[src/rtl/loader_pkg.sv]
// Shared definitions for the program loader: FSM state encoding and frame layout.
package loader_pkg;

    typedef enum logic [2:0] {
        IDLE = 3'd0,
        LEN0 = 3'd1,
        LEN1 = 3'd2,
        DATA = 3'd3,
        CSUM = 3'd4,
        DONE = 3'd5,
        ERR  = 3'd6
    } state_t;

    localparam int HDR_LEN = 2;

endpackage

[src/rtl/rom_loader.sv]
// Loads a framed, checksummed byte stream into the instruction ROM write port
// and releases the core with go once the frame checksum verifies.
module rom_loader
    import loader_pkg::*;
#(
    parameter int ADDR_W = 10
) (
    input  logic              clk,
    input  logic              reset,
    input  logic              start,
    input  logic              in_valid,
    input  logic [7:0]        in_data,
    output logic              in_ready,
    output logic              rom_we,
    output logic [ADDR_W-1:0] rom_addr,
    output logic [31:0]       rom_wdata,
    output logic              go,
    output logic              load_err,
    output logic              busy
);

    // Word counts are kept 17 bits wide so that N == DEPTH (up to 2^16) is representable.
    localparam logic [16:0] DEPTH = 17'(32'd1 << ADDR_W);

    state_t      state;
    logic [1:0]  byte_cnt;
    logic [16:0] n_words;
    logic [16:0] word_idx;
    logic [7:0]  len_lo;
    logic [7:0]  csum_acc;
    logic [23:0] lane_buf;
    logic        accept;
    logic [16:0] len_rx;

    assign accept   = in_valid && in_ready;
    assign len_rx   = {1'b0, in_data, len_lo};
    assign in_ready = (state == LEN0) || (state == LEN1) || (state == DATA) || (state == CSUM);
    assign busy     = in_ready;

    always_ff @(posedge clk) begin
        if (reset) begin
            state     <= IDLE;
            byte_cnt  <= '0;
            n_words   <= '0;
            word_idx  <= '0;
            len_lo    <= '0;
            csum_acc  <= '0;
            lane_buf  <= '0;
            rom_we    <= 1'b0;
            rom_addr  <= '0;
            rom_wdata <= '0;
            go        <= 1'b0;
            load_err  <= 1'b0;
        end else begin
            rom_we <= 1'b0;
            if (accept && state != CSUM) begin
                csum_acc <= csum_acc ^ in_data;
            end
            case (state)
                IDLE: begin
                    if (start) begin
                        state <= LEN0;
                    end
                end
                LEN0: begin
                    if (accept) begin
                        len_lo <= in_data;
                        state  <= LEN1;
                    end
                end
                LEN1: begin
                    if (accept) begin
                        n_words <= len_rx;
                        if (len_rx > DEPTH) begin
                            state    <= ERR;
                            load_err <= 1'b1;
                        end else if (len_rx == '0) begin
                            state <= CSUM;
                        end else begin
                            state <= DATA;
                        end
                    end
                end
                DATA: begin
                    if (accept) begin
                        byte_cnt <= byte_cnt + 2'd1;
                        // Bytes arrive LSB first, so shifting right leaves byte 0 in the low lane.
                        if (byte_cnt == 2'd3) begin
                            rom_we    <= 1'b1;
                            rom_addr  <= word_idx[ADDR_W-1:0];
                            rom_wdata <= {in_data, lane_buf};
                            word_idx  <= word_idx + 17'd1;
                            if (word_idx + 17'd1 == n_words) begin
                                state <= CSUM;
                            end
                        end else begin
                            lane_buf <= {in_data, lane_buf[23:8]};
                        end
                    end
                end
                CSUM: begin
                    if (accept) begin
                        if (in_data == csum_acc) begin
                            state <= DONE;
                            go    <= 1'b1;
                        end else begin
                            state    <= ERR;
                            load_err <= 1'b1;
                        end
                    end
                end
                DONE, ERR: begin
                    state <= state;
                end
                default: begin
                    state <= IDLE;
                end
            endcase
        end
    end

endmodule

[config.mk]
export PLATFORM = sky130hd
export DESIGN_NAME = rom_loader
export DESIGN_NICKNAME = d
export VERILOG_FILES = /design/src/rtl/loader_pkg.sv /design/src/rtl/rom_loader.sv
export SDC_FILE = /design/constraint.sdc
export NUM_CORES = 1
export LEC_CHECK = 0
export CAP_MARGIN = 20
export CORE_MARGIN = 2
export CORE_UTILIZATION = 58
export CTS_BUF_LIST = sky130_fd_sc_hd__clkbuf_4
export CTS_CLUSTER_DIAMETER = 120
export DETAILED_ROUTE_END_ITERATION = 6
export GPL_ROUTABILITY_DRIVEN = 0
export HOLD_SLACK_MARGIN = 0.1
export PLACE_DENSITY = 0.86
export SLEW_MARGIN = 20
export SYNTH_ARGS = -nofsm -noshare
export SYNTH_HDL_FRONTEND = slang
export SYNTH_SLANG_ARGS = --single-unit
[constraint.sdc]
create_clock -name clk -period 3.3 [get_ports clk]
set_input_delay 0.33 -clock clk [delete_from_list [all_inputs] [get_ports clk]]
set_output_delay 0.33 -clock clk [all_outputs]
set_load 0.02 [all_outputs]
==> flow_metrics.env <==
export IMPL_status="completed"
export IMPL_ant_nets=0
export IMPL_multi_input_area_um2=2560
export IMPL_worstPathRequired_ns=2.97
export IMPL_vias=4609
export IMPL_critPathBufInv=1
export IMPL_whs_path_depth=2
export IMPL_cp_top_family="flip-flops"
export IMPL_synth_edf_count=0
export IMPL_area_growth_pct=15.5
export IMPL_crit_arrival_ns=2.23
export IMPL_fmax_mhz=391
export IMPL_nets=715
export IMPL_setup_tns_ns=0
export IMPL_postPlaceCellArea_um2=5810
export IMPL_final_area_um2=6130
export IMPL_worstSetupStartpointType="register"
export IMPL_coreArea_um2=8810
export IMPL_dp_hpwl_um=8000
export IMPL_critical_path_depth=3
export IMPL_clk_pin_slew_ns=0.11
export IMPL_die_w_um=99.7
export IMPL_grt_max_degree=60
export IMPL_ios=59
export IMPL_setup_worst_path_end_class="output pin"
export IMPL_critPathSlowestCell="dfxtp_1"
export IMPL_cap_viol_max_count=0
export IMPL_seq_area_frac_synth_pct=46.4
export IMPL_synth_common_cells="nand2_1 (206), dfxtp_1 (123), a21oi_1 (98)"
export IMPL_hold_viol_final=0
export IMPL_ys_ff_latch=123
export IMPL_cts_buffers=17
export IMPL_root_buffer="clkbuf_4"
export IMPL_worst_setup_path_type="reg2out"
export IMPL_hold_end="csum_acc[2]"
export IMPL_r2r_setup_slack_ns=0.79
export IMPL_antennaDiodeCount=0
export IMPL_drc_errors=0
export IMPL_synth_top_cells_by_area="dfxtp_1 (46%), nand2_1 (15%), a21oi_1 (9.2%)"
export IMPL_fin_hold_ws_ns=0.293
export IMPL_first_iter_violations=278
export IMPL_antenna_found_initial=0
export IMPL_grt_pass1_vias=4298
export IMPL_synth_warnings=0
export IMPL_relSlewSlack_pct=60.8
export IMPL_r2r_end="state[1]"
export IMPL_fin_skew_ns=0.0147
export IMPL_n_fill_cell=663
export IMPL_dr_pass1_iters=5
export IMPL_clkLatencyLatePin_ns=0.52
export IMPL_htreeDepth=4
export IMPL_r2r_cells=7
export IMPL_initial_core_util_pct=60.3
export IMPL_syn_avg_cell_area_um2=7.90
export IMPL_hp_class="in2reg"
export IMPL_slew_violations=0
export IMPL_min_period_ns=2.56
export IMPL_die_area_um2=9940
export IMPL_crit_path_cell_trace="nor2_2, xnor2_1, clkdlybuf4s50_1"
export IMPL_ys_flop_type="dfxtp_1"
export IMPL_syn_inst=672
export IMPL_yosysMostFrequentCell="nand2_1"
export IMPL_netlist_area_leader_share_pct=46.4
export IMPL_grt_overflow=0
export IMPL_yosysUniqueCellTypes=58
export IMPL_timing_rr_start="word_idx[7]"
export IMPL_critPathMaxFanout=18
export IMPL_synth_async_sr_flop_share_pct=0
export IMPL_worstMarginPinSlew_ns=0.588
export IMPL_rows=34
export IMPL_yosys_area_top_type="dfxtp_1"
export IMPL_layout_drive_gt1_share_pct=7.84
export IMPL_total_power_mw=3.47
export IMPL_clock_sinks=123
export IMPL_grtUsageTotal_pct=24.9
export IMPL_cts_repair_resized=0
export IMPL_p_leak_nw=2.03
export IMPL_vdd_drop_max_mv=0.703
export IMPL_die_y_um=99.7
export IMPL_ff_latch_area_um2=2460
export IMPL_max_stage_delay_ns=0.68
export IMPL_synth_area_um2=5310
export IMPL_post_drt_wl_per_cell_um=14.5
export IMPL_syn_nets=686
export IMPL_hold_buffers=0
export IMPL_hp_start="reset"
export IMPL_drt_wl_total_um=11900
export IMPL_finalCritPeriodShare_pct=77.5
export IMPL_cts_setup_buffers=0
export IMPL_viasPerCell=5.61
export IMPL_cts_tree="yes"
export IMPL_powerDensity_nw_per_um2=566
export IMPL_rsz0062_at_grt="no"
export IMPL_io_buffers=58
export IMPL_setup_viol=0
export IMPL_cts_buffer_depth=2
export IMPL_grt_pass1_wl_um=19800
[per-stage QoR]
stage / util (%) / cells / worst slack, ns
final: 69.6 / 822 / 0.744
after global routing: 69.6 / 822 / 0.523
after CTS: 69.6 / 822 / 0.725
after detailed placement: 66.0 / 790 / 0.511
after global placement: 66.0 / 790 / 0.663
after floorplan: - / 672 / 1.13
[where the power goes]
| group | switching (mW) | internal (mW) |
|---|---|---|
| Clock | 0.609 | 0.552 |
| Combinational | 0.381 | 0.265 |
| Sequential | 0.108 | 1.56 |
[worst max-delay path by stage]
stage                           start        to  slack (ns)
final                        state[1]      busy        0.74
after global routing      word_idx[0]  state[1]        0.52
after CTS                    state[1]  in_ready        0.73
after detailed placement     in_valid  state[1]        0.51
after global placement       in_valid  state[1]        0.66
after floorplan           word_idx[0]  state[1]        1.13
[registers in the layout, summed over array words and instances (netlist names)]
signal and cells:
load_err 1, csum_acc 8, rom_addr 10, state 3, rom_wdata 32, lane_buf 24, len_lo 8, n_words 16
rom_we 1, word_idx 17, byte_cnt 2, go 1
[final cells by class]
class / count / share of cell area (%)
repair buffers: 66 / 10.4
flip-flops and latches: 123 / 40.2
multi-input cells: 488 / 41.7
clock buffers: 18 / 2.20
clock inverters: 14 / 3.02
inverters: 5 / 0.306
well taps: 108 / 2.20
[metal layers]
metal	routed length [µm]	track usage [%]	vias up
met2	5780	40.7	167
met4	259	10.4	0
met1	5150	31.7	2140
met5	0	0	-
met3	694	5.76	31
li1	-	-	2271
[worst reg2reg max path: cells and delay by family, from the launching register on]
| family | cells | cell delay, ns |
|---|---|---|
| xor gates and xnor gates | 1 | 0.21 |
| and+or+nand+nor | 3 | 1.09 |
| AOI/OAI and AO/OA | 3 | 0.56 |
| DFF | 1 | 0.57 |
[placed cells by master (no fill, tap or decap), drive strengths merged, types with 7 or more instances in the layout]
master	count
dfxtp	123
nand2	206
nand4	8
nor2	39
nand3	12
buf	9
nor3	7
o21ai	11
a21oi	98
xor2	32
clkdlybuf4s50	57
xnor2	20
inv	11
clkbuf	18
nor4	9
or3	8
[kinds of logic after synthesis]
logic type	synth area share (%)
AO/OA/AOI/OAI	13.8
AND/OR/NAND/NOR	24.5
flip-flops	46.4
buffers and inverters	5.51
XOR/XNOR	8.58
multiplexers	0.754
adder cells (fa/ha/maj)	0.471
Power figures use the tool's default switching activity.
